**src/rtl/tsen_multi_ctrl.sv**
```systemverilog
// tsen_multi_ctrl: round-robin multi-channel oscillator-count temperature sensor controller
module tsen_multi_ctrl #(
  parameter int NUM_CH      = 4,
  parameter int CNT_W       = 16,
  parameter int WIN_W       = 16,
  parameter int SYNC_STAGES = 2
) (
  input  logic              clk_i,
  input  logic              rst_i,
  input  logic              re_i,
  input  logic              we_i,
  input  logic [11:0]       addr_i,
  input  logic [31:0]       wdata_i,
  input  logic [3:0]        be_i,
  output logic [31:0]       rdata_o,
  output logic              error_o,
  input  logic [NUM_CH-1:0] osc_i,
  output logic              irq_o
);
  localparam int CW = NUM_CH > 1 ? $clog2(NUM_CH) : 1;
  typedef enum logic [2:0] {IDLE, ARM, COUNT, STORE, NEXT} state_e;
  state_e state_q, state_d;
  logic en_q, en_d, start_q, start_d, cont_q, cont_d, irq_en_q, irq_en_d;
  logic [WIN_W-1:0] window_q, window_d, win_cnt_q, win_cnt_d;
  logic [NUM_CH-1:0] mask_q, mask_d, done_q, done_d, alarm_q, alarm_d, prev_q, prev_d, pulse;
  logic [CNT_W-1:0] thresh_q, thresh_d, cnt_q, cnt_d;
  logic [NUM_CH-1:0][CNT_W-1:0] result_q, result_d;
  logic [CW-1:0] ch_q, ch_d, lo_ch, nx_ch;
  logic [SYNC_STAGES-1:0][NUM_CH-1:0] sync_q, sync_d;
  logic [31:0] rdata_q, rdata_d, rd_val, bm, wv, ctrl_m, win_m, mask_m, thr_m;
  logic error_q, error_d, mapped, busy, nx_found, unused_ok;
  logic [9:0] widx;
  function automatic logic [31:0] merge(input logic [31:0] old_v, input logic [31:0] new_v, input logic [31:0] m);
    return (old_v & ~m) | (new_v & m);
  endfunction
  assign widx = addr_i[11:2];
  assign busy = state_q != IDLE;
  assign sync_d = {sync_q[SYNC_STAGES-2:0], osc_i};
  assign prev_d = sync_q[SYNC_STAGES-1];
  assign pulse = sync_q[SYNC_STAGES-1] & ~prev_q;
  assign unused_ok = ^{addr_i[1:0], ctrl_m, win_m, mask_m, thr_m, wv};
  assign rdata_o = rdata_q;
  assign error_o = error_q;
  assign irq_o = (|(done_q & mask_q) & irq_en_q) | |alarm_q;
  always_comb begin
    rd_val = '0;
    mapped = 1'b1;
    case (widx)
      10'h000: rd_val[3:0] = {irq_en_q, cont_q, 1'b0, en_q};
      10'h001: rd_val[WIN_W-1:0] = window_q;
      10'h002: rd_val[NUM_CH-1:0] = mask_q;
      10'h003: rd_val = {20'd0, 4'(ch_q), 7'd0, busy};
      10'h004: rd_val[NUM_CH-1:0] = done_q;
      10'h005: rd_val[NUM_CH-1:0] = alarm_q;
      10'h006: rd_val[CNT_W-1:0] = thresh_q;
      default: begin
        mapped = 1'b0;
        for (int n = 0; n < NUM_CH; n++)
          if (widx == 10'(16 + n)) begin
            rd_val[CNT_W-1:0] = result_q[n];
            mapped = 1'b1;
          end
      end
    endcase
    rdata_d = re_i && mapped ? rd_val : '0;
    error_d = (re_i | we_i) & ~mapped;
  end
  always_comb begin
    lo_ch = '0;
    nx_ch = '0;
    nx_found = 1'b0;
    for (int i = NUM_CH - 1; i >= 0; i--) begin
      if (mask_q[i]) lo_ch = CW'(i);
      if (mask_q[i] && i > int'(ch_q)) begin
        nx_ch = CW'(i);
        nx_found = 1'b1;
      end
    end
  end
  always_comb begin
    bm = {{8{be_i[3]}}, {8{be_i[2]}}, {8{be_i[1]}}, {8{be_i[0]}}};
    wv = wdata_i & bm;
    ctrl_m = merge({28'd0, irq_en_q, cont_q, 1'b0, en_q}, wdata_i, bm);
    win_m = merge(32'(window_q), wdata_i, bm);
    mask_m = merge(32'(mask_q), wdata_i, bm);
    thr_m = merge(32'(thresh_q), wdata_i, bm);
    {irq_en_d, cont_d, start_d, en_d} = (we_i && widx == 10'h0) ? ctrl_m[3:0] : {irq_en_q, cont_q, 1'b0, en_q};
    window_d = (we_i && widx == 10'h1) ? (win_m[WIN_W-1:0] == '0 ? WIN_W'(1) : win_m[WIN_W-1:0]) : window_q;
    mask_d = (we_i && widx == 10'h2) ? mask_m[NUM_CH-1:0] : mask_q;
    done_d = (we_i && widx == 10'h4) ? done_q & ~wv[NUM_CH-1:0] : done_q;
    alarm_d = (we_i && widx == 10'h5) ? alarm_q & ~wv[NUM_CH-1:0] : alarm_q;
    thresh_d = (we_i && widx == 10'h6) ? thr_m[CNT_W-1:0] : thresh_q;
    state_d = state_q;
    ch_d = ch_q;
    cnt_d = cnt_q;
    win_cnt_d = win_cnt_q;
    result_d = result_q;
    // Dropping en abandons the in-flight channel without storing anything.
    if (busy && !en_q) state_d = IDLE;
    else
      case (state_q)
        IDLE: if (start_q && en_q && mask_q != '0) begin
          state_d = ARM;
          ch_d = lo_ch;
        end
        ARM: begin
          cnt_d = '0;
          win_cnt_d = window_q;
          state_d = COUNT;
        end
        COUNT: begin
          cnt_d = (pulse[ch_q] && cnt_q != '1) ? cnt_q + 1'b1 : cnt_q;
          win_cnt_d = win_cnt_q - 1'b1;
          state_d = win_cnt_q == WIN_W'(1) ? STORE : COUNT;
        end
        STORE: begin
          result_d[ch_q] = cnt_q;
          done_d[ch_q] = 1'b1;
          alarm_d[ch_q] = alarm_d[ch_q] | (cnt_q > thresh_q);
          state_d = NEXT;
        end
        NEXT: begin
          state_d = (nx_found || (cont_q && mask_q != '0)) ? ARM : IDLE;
          ch_d = nx_found ? nx_ch : lo_ch;
        end
        default: state_d = IDLE;
      endcase
  end
  always_ff @(posedge clk_i) begin
    if (rst_i) begin
      state_q <= IDLE;
      en_q <= 1'b0;
      start_q <= 1'b0;
      cont_q <= 1'b0;
      irq_en_q <= 1'b0;
      window_q <= WIN_W'(1);
      win_cnt_q <= '0;
      mask_q <= '0;
      done_q <= '0;
      alarm_q <= '0;
      prev_q <= '0;
      thresh_q <= '1;
      cnt_q <= '0;
      result_q <= '0;
      ch_q <= '0;
      sync_q <= '0;
      rdata_q <= '0;
      error_q <= 1'b0;
    end else begin
      state_q <= state_d;
      en_q <= en_d;
      start_q <= start_d;
      cont_q <= cont_d;
      irq_en_q <= irq_en_d;
      window_q <= window_d;
      win_cnt_q <= win_cnt_d;
      mask_q <= mask_d;
      done_q <= done_d;
      alarm_q <= alarm_d;
      prev_q <= prev_d;
      thresh_q <= thresh_d;
      cnt_q <= cnt_d;
      result_q <= result_d;
      ch_q <= ch_d;
      sync_q <= sync_d;
      rdata_q <= rdata_d;
      error_q <= error_d;
    end
  end
endmodule

```
**config.mk**
```make
export PLATFORM = sky130hd
export DESIGN_NAME = tsen_multi_ctrl
export DESIGN_NICKNAME = d
export VERILOG_FILES = /design/src/rtl/tsen_multi_ctrl.sv
export SDC_FILE = /design/constraint.sdc
export NUM_CORES = 1
export LEC_CHECK = 0
export BUFFER_PORTS_ARGS = -buffer_cell sky130_fd_sc_hd__buf_2
export CAP_MARGIN = 5
export CELL_PAD_IN_SITES_DETAIL_PLACEMENT = 0
export CELL_PAD_IN_SITES_GLOBAL_PLACEMENT = 1
export CORE_MARGIN = 2
export CORE_UTILIZATION = 25
export DETAILED_ROUTE_END_ITERATION = 16
export HOLD_SLACK_MARGIN = 0.02
export PLACE_DENSITY = 0.6
export RECOVER_POWER = 100
export SLEW_MARGIN = 20
export SYNTH_ARGS = -nofsm -noshare
export SYNTH_HDL_FRONTEND = slang
export SYNTH_SLANG_ARGS = --single-unit
```
**constraint.sdc**
```tcl
create_clock -name clk_i -period 5.3 [get_ports clk_i]
set_clock_uncertainty 0.05 [all_clocks]
set_input_delay 1.06 -clock clk_i [delete_from_list [all_inputs] [get_ports clk_i]]
set_output_delay 1.06 -clock clk_i [all_outputs]
set_load 0.005 [all_outputs]
```
After elaboration in Yosys (flattened, before gate mapping)
Index checks and enable logic that the tools add are counted.
{ "word_totals": {"ff_bits": 194, "word_cells": 159} }
{ "classes": {"addsub": 2, "n_lt_le_gt_ge": 6, "eq_ne": 18, "muxes": 48, "bitwise": 26, "n_reduce_logical": 36} }
{ "ops": {"columns": ["operator", "count"], "rows": [
  ["$mux W16", 7],
  ["$bwmux W64", 1],
  ["$pmux W16 S2", 2],
  ["$and A16 B16 Y16", 3],
  ["$pmux W12 S4", 1],
  ["$eq A10 B5 Y1 const B", 4],
  ["$demux W16 S2", 1],
  ["$or A16 B16 Y16", 2],
  ["$eq A10 B3 Y1 const B", 3],
  ["$pmux W4 S7", 1],
  ["$and A4 B4 Y4", 6],
  ["$mux W4", 6],
  ["$eq A10 B2 Y1 const B", 2],
  ["$mux W2", 9],
  ["$add A16 B1 Y16 const B", 1],
  ["$eq A16 B1 Y1 const B", 1],
  ["$gt A16 B16 Y1", 1],
  ["$logic_and A1 B1 Y1", 16],
  ["$logic_not A16 Y1", 1],
  ["$ne A16 B16 Y1 const B", 1],
  ["$not A16 Y16", 1],
  ["$sub A16 B1 Y16 const B", 1],
  ["$pmux W3 S5", 1],
  ["$mux W1", 13],
  ["31 further kinds", 51]
]} }

Logic depth before layout (Yosys ltp)
{ "logic_depth": {"ltp_word": 10, "ltp_mapped": 9, "depth_no_buf": 7} }

Worst setup path before layout
OpenSTA, ideal clock, no wires.
{ "synth_timing": {"kind": "input-to-reg", "startpoint": "input port addr_i[3]", "endpoint": "register with a tool-made name", "arrival_ns": 2.420, "required_ns": 5.109, "setup_slack_ns": 2.689, "stages": 8, "n_path_buf": 4, "path_cell_list": "buf_2 nor2b_1 and4_1 clkbuf_1 and2_1 buf_2 buf_2 o211ai_1"} }
{ "synth_lines": {"columns": ["element", "line_no", "rtl"], "rows": [
  ["start: declaration", "12", "input logic [11:0] addr_i,"]
]} }

Worst setup path in the final report
{ "layout_timing": {"startpoint": "input port addr_i[2]", "endpoint": "register window_q[13]"} }
{ "layout_via": {"elab_chain_len": 2} }
{ "layout_rtl": {"columns": ["element", "line_no", "rtl"], "rows": [
  ["$eq A10 B1 Y1", "88", "window_d = (we_i && widx == 10'h1) ? (win_m[WIN_W-1:0] == '0 ? WIN_W'(1) : win_m[WIN_W-1:0]) : window_q;"],
  ["$logic_and A1 B1 Y1", "88", null],
  ["end signal: assignment", "155", "window_q <= window_d;"],
  ["end: declaration", "24", "logic [WIN_W-1:0] window_q, window_d, win_cnt_q, win_cnt_d;"]
]} }
No other way between the ends.
A chain may end at the register's enable or synchronous reset.

==> summary.txt <==
Logic synthesis
  • FF+latch count, synth: 178
  • Synth Instances: about 1.0k
  • Number of synthesized flops with an enable pin: 0
  • Mean Syn Cell Area: slightly above 8 um^2
  • Top FF cell, synth: dfxtp_1
  • Yosys top cell by area: dfxtp_1
  • Synth top cells by count: nand2_1, dfxtp_1, a21oi_1
  • Post-Syn Area: ~8500 um^2
  • Fraction of registers with async set/reset: 0
  • Synth area leaders: dfxtp_1, nand2_1, a21oi_1, mux2i_1, ha_1
  • Seq/Total Area, Yosys: 0.418
  • Synth warnings: 0
  • Cell variety after synth: approximately 70
  • Cell with the most instances after synthesis: nand2_1
  • Post-synth top area share: 0.418

Worst setup path
  • R2R depth: 5
  • Slowest cell delay on critical path: about 1.6 ns
  • CP Class: in -> reg
  • WP buf/inv: 3
  • Critical-path cell list: clkbuf_1 > nor2b_1 > buf_4 > and3_1 > buf_4 > and3_1 > mux2i_1 > nor2_1
  • Setup slack, reg-to-reg: between 1.5 and 2 ns
  • Worst path slowest cell: clkbuf_1
  • CP Launch Type: primary input
  • CP max FO: 31
  • Setup crit end kind: flop
  • Reg-to-reg endpoint: cnt_q[4]
  • Family with the most delay on the worst path: buffers and inverters
  • Required @ worst endpoint: ~5.5 ns
  • CP Data Arrival Time: roughly 4.4 ns
  • R2R Path Start: cnt_q[10]

Placed design
  • Dpl hpwl: between 15000 and 20000 um
  • Port Buf Inserts: 53
  • Dpl cells: 1473
  • Placed Area: ~9000 um^2
  • Placer Congestion: approximately 0.79

Floorplan
  • Width of the die: 189 um
  • # rows: between 60 and 70
  • Num ports: 90
  • Die area: about 36000 um^2
  • Initial Utilization: 0.254
  • Die height: between 150 and 200 um
  • Core box area: between 30000 and 40000 um^2

Global routing
  • GRT Overall Usage: 0.150
  • Vias in the first global route: around 6.9k
  • Initial antenna violation count: 0
  • Global-route wire length before repair: slightly above 40000 um
  • Largest net degree at the start of global routing: 70
  • Gr ovfl total: 0

CTS
  • Num Clock Sinks: about 180
  • Clock tree root buffer cell: clkbuf_16
  • CTS Buf Count: 17
  • CTS Buffer Depth: 2
  • # Post-CTS Setup Buffers: 0
  • Hold-fix buffers at CTS: 0
  • Post-CTS Resized: 0
  • Worst-Skew Late Latency: around 0.43 ns
  • CTS tree: done
  • CTS H-tree lvls: 4
  • Clk slew on worst S/H paths: 0.07 ns

Pwr
  • Comb power frac: 0.036
  • Sw Share: 0.235
  • Pwr per Cell Area: between 200 and 300 nW/um^2
  • Sequential Power Share: 0.511
  • Tot Pwr: 2.63 mW
  • P_leak: approximately 3.4 nW
  • Int Power: roughly 2.0 mW
  • Clk pwr share: 0.453
  • Psw: about 0.62 mW
  • Worst VDD drop: just over 0.2 mV

Layout
  • Layout cells sized above 1: 0.0956
  • Fin area: approximately 9500 um^2
  • Finished Layout Cells: 1506
  • Area growth, synth to finish: 11.9%
  • Fin nets: ~1.1k

Timing
  • Relative slew margins: -0.484
  • Minimum clock period: between 4 and 5 ns
  • Measured slew at the worst slew-check pin: roughly 2.2 ns
  • Fmax: roughly 240 MHz
  • RSZ-0062 raised after global routing: no
  • Slew Viols, Final: a little under 80
  • Final hold vios: 0
  • Crit share post-route: 0.784
  • Final setup viols: 0
  • Sum Neg Setup Slack: 0 ns

Min path
  • Hold EP: prev_d[2]
  • Worst Hold Depth: 1
  • HP Class: reg -> reg
  • Hold_sp: sync_d[6]

Routing
  • Drt pass-1 iters: 5
  • WL final: around 26000 um
  • DR vias/cell: between 4 and 5
  • Residual DRC: 0
  • Antenna-violating nets left: 0
  • First-iteration detailed-routing DRC count: about 570
  • Avg WL per Cell: 17.6 um
  • DR vias: between 7k and 8k

Status
  • Status: complete, but fails checks
  • Violated checks: capacitance limit, slew limit

Flow run
  • Max cap viols: 4
[routing by layer]
layer	up-vias	global-route usage	routed length, um
li1	3670	-	-
met1	3602	0.201	12500
met2	144	0.249	12700
met3	21	0.0227	942
met4	0	0.0412	370
met5	-	0	0
[layout by cell type, fill, tap and decap left out, types with 19 or more instances in the layout]
| cell | instances |
|---|---|
| mux2i_1 | 42 |
| nand3_1 | 35 |
| ha_1 | 19 |
| inv_1 | 22 |
| buf_2 | 39 |
| nor2b_1 | 21 |
| a21oi_1 | 118 |
| o21ai_0 | 30 |
| nand2_1 | 201 |
| dfxtp_1 | 178 |
| nor2_1 | 60 |
[power by group through the flow]
stage / logic (mW) / registers, mW / clock network, mW
2_1_floorplan: 0.0580 / 1.37 / 0
3_3_place_gp: 0.0954 / 1.37 / 0
3_5_place_dp: 0.0946 / 1.37 / 0
4_1_cts: 0.0948 / 1.34 / 1.22
5_1_grt: 0.102 / 1.34 / 1.27
6_report: 0.0942 / 1.34 / 1.19
[worst max-delay path by stage]
stage	start	endpoint	cells after the start
2_1_floorplan	addr_i[3]	flop	8
3_3_place_gp	addr_i[2]	flop	7
3_5_place_dp	addr_i[2]	flop	7
4_1_cts	addr_i[2]	flop	7
5_1_grt	addr_i[2]	flop	7
6_report	addr_i[2]	window_q[13]	8
[through the flow]
step | setup WS [ns] | util | hold slack [ns]
2_1_floorplan | 2.69 | - | 0.364
3_3_place_gp | 1.49 | 0.269 | 0.366
3_5_place_dp | 1.51 | 0.269 | 0.374
4_1_cts | 1.97 | 0.286 | 0.390
5_1_grt | 0.944 | 0.284 | 0.410
6_report | 1.15 | 0.284 | 0.390
[layout make-up]
| cell class | instances | area [um^2] |
|---|---|---|
| tap | 448 | 561 |
| clock buffer | 22 | 474 |
| multi-input combinational | 761 | 4450 |
| sequential | 178 | 3560 |
| timing repair buffer | 64 | 327 |
| inverter | 22 | 82.6 |
| antenna | 1 | 2.50 |
| fill | 3663 | 24000 |
| clock inverter | 10 | 76.3 |
[cell families after synthesis]
kind of cell / share of synthesized area
flip-flops: 0.418
XOR/XNOR: 0.00308
AO/OA/AOI/OAI: 0.191
AND/OR/NAND/NOR: 0.230
other: 0.000440
buffers and inverters: 0.0646
multiplexers: 0.0652
adder cells (fa/ha/maj): 0.0279
Power figures use the tool's default switching activity.
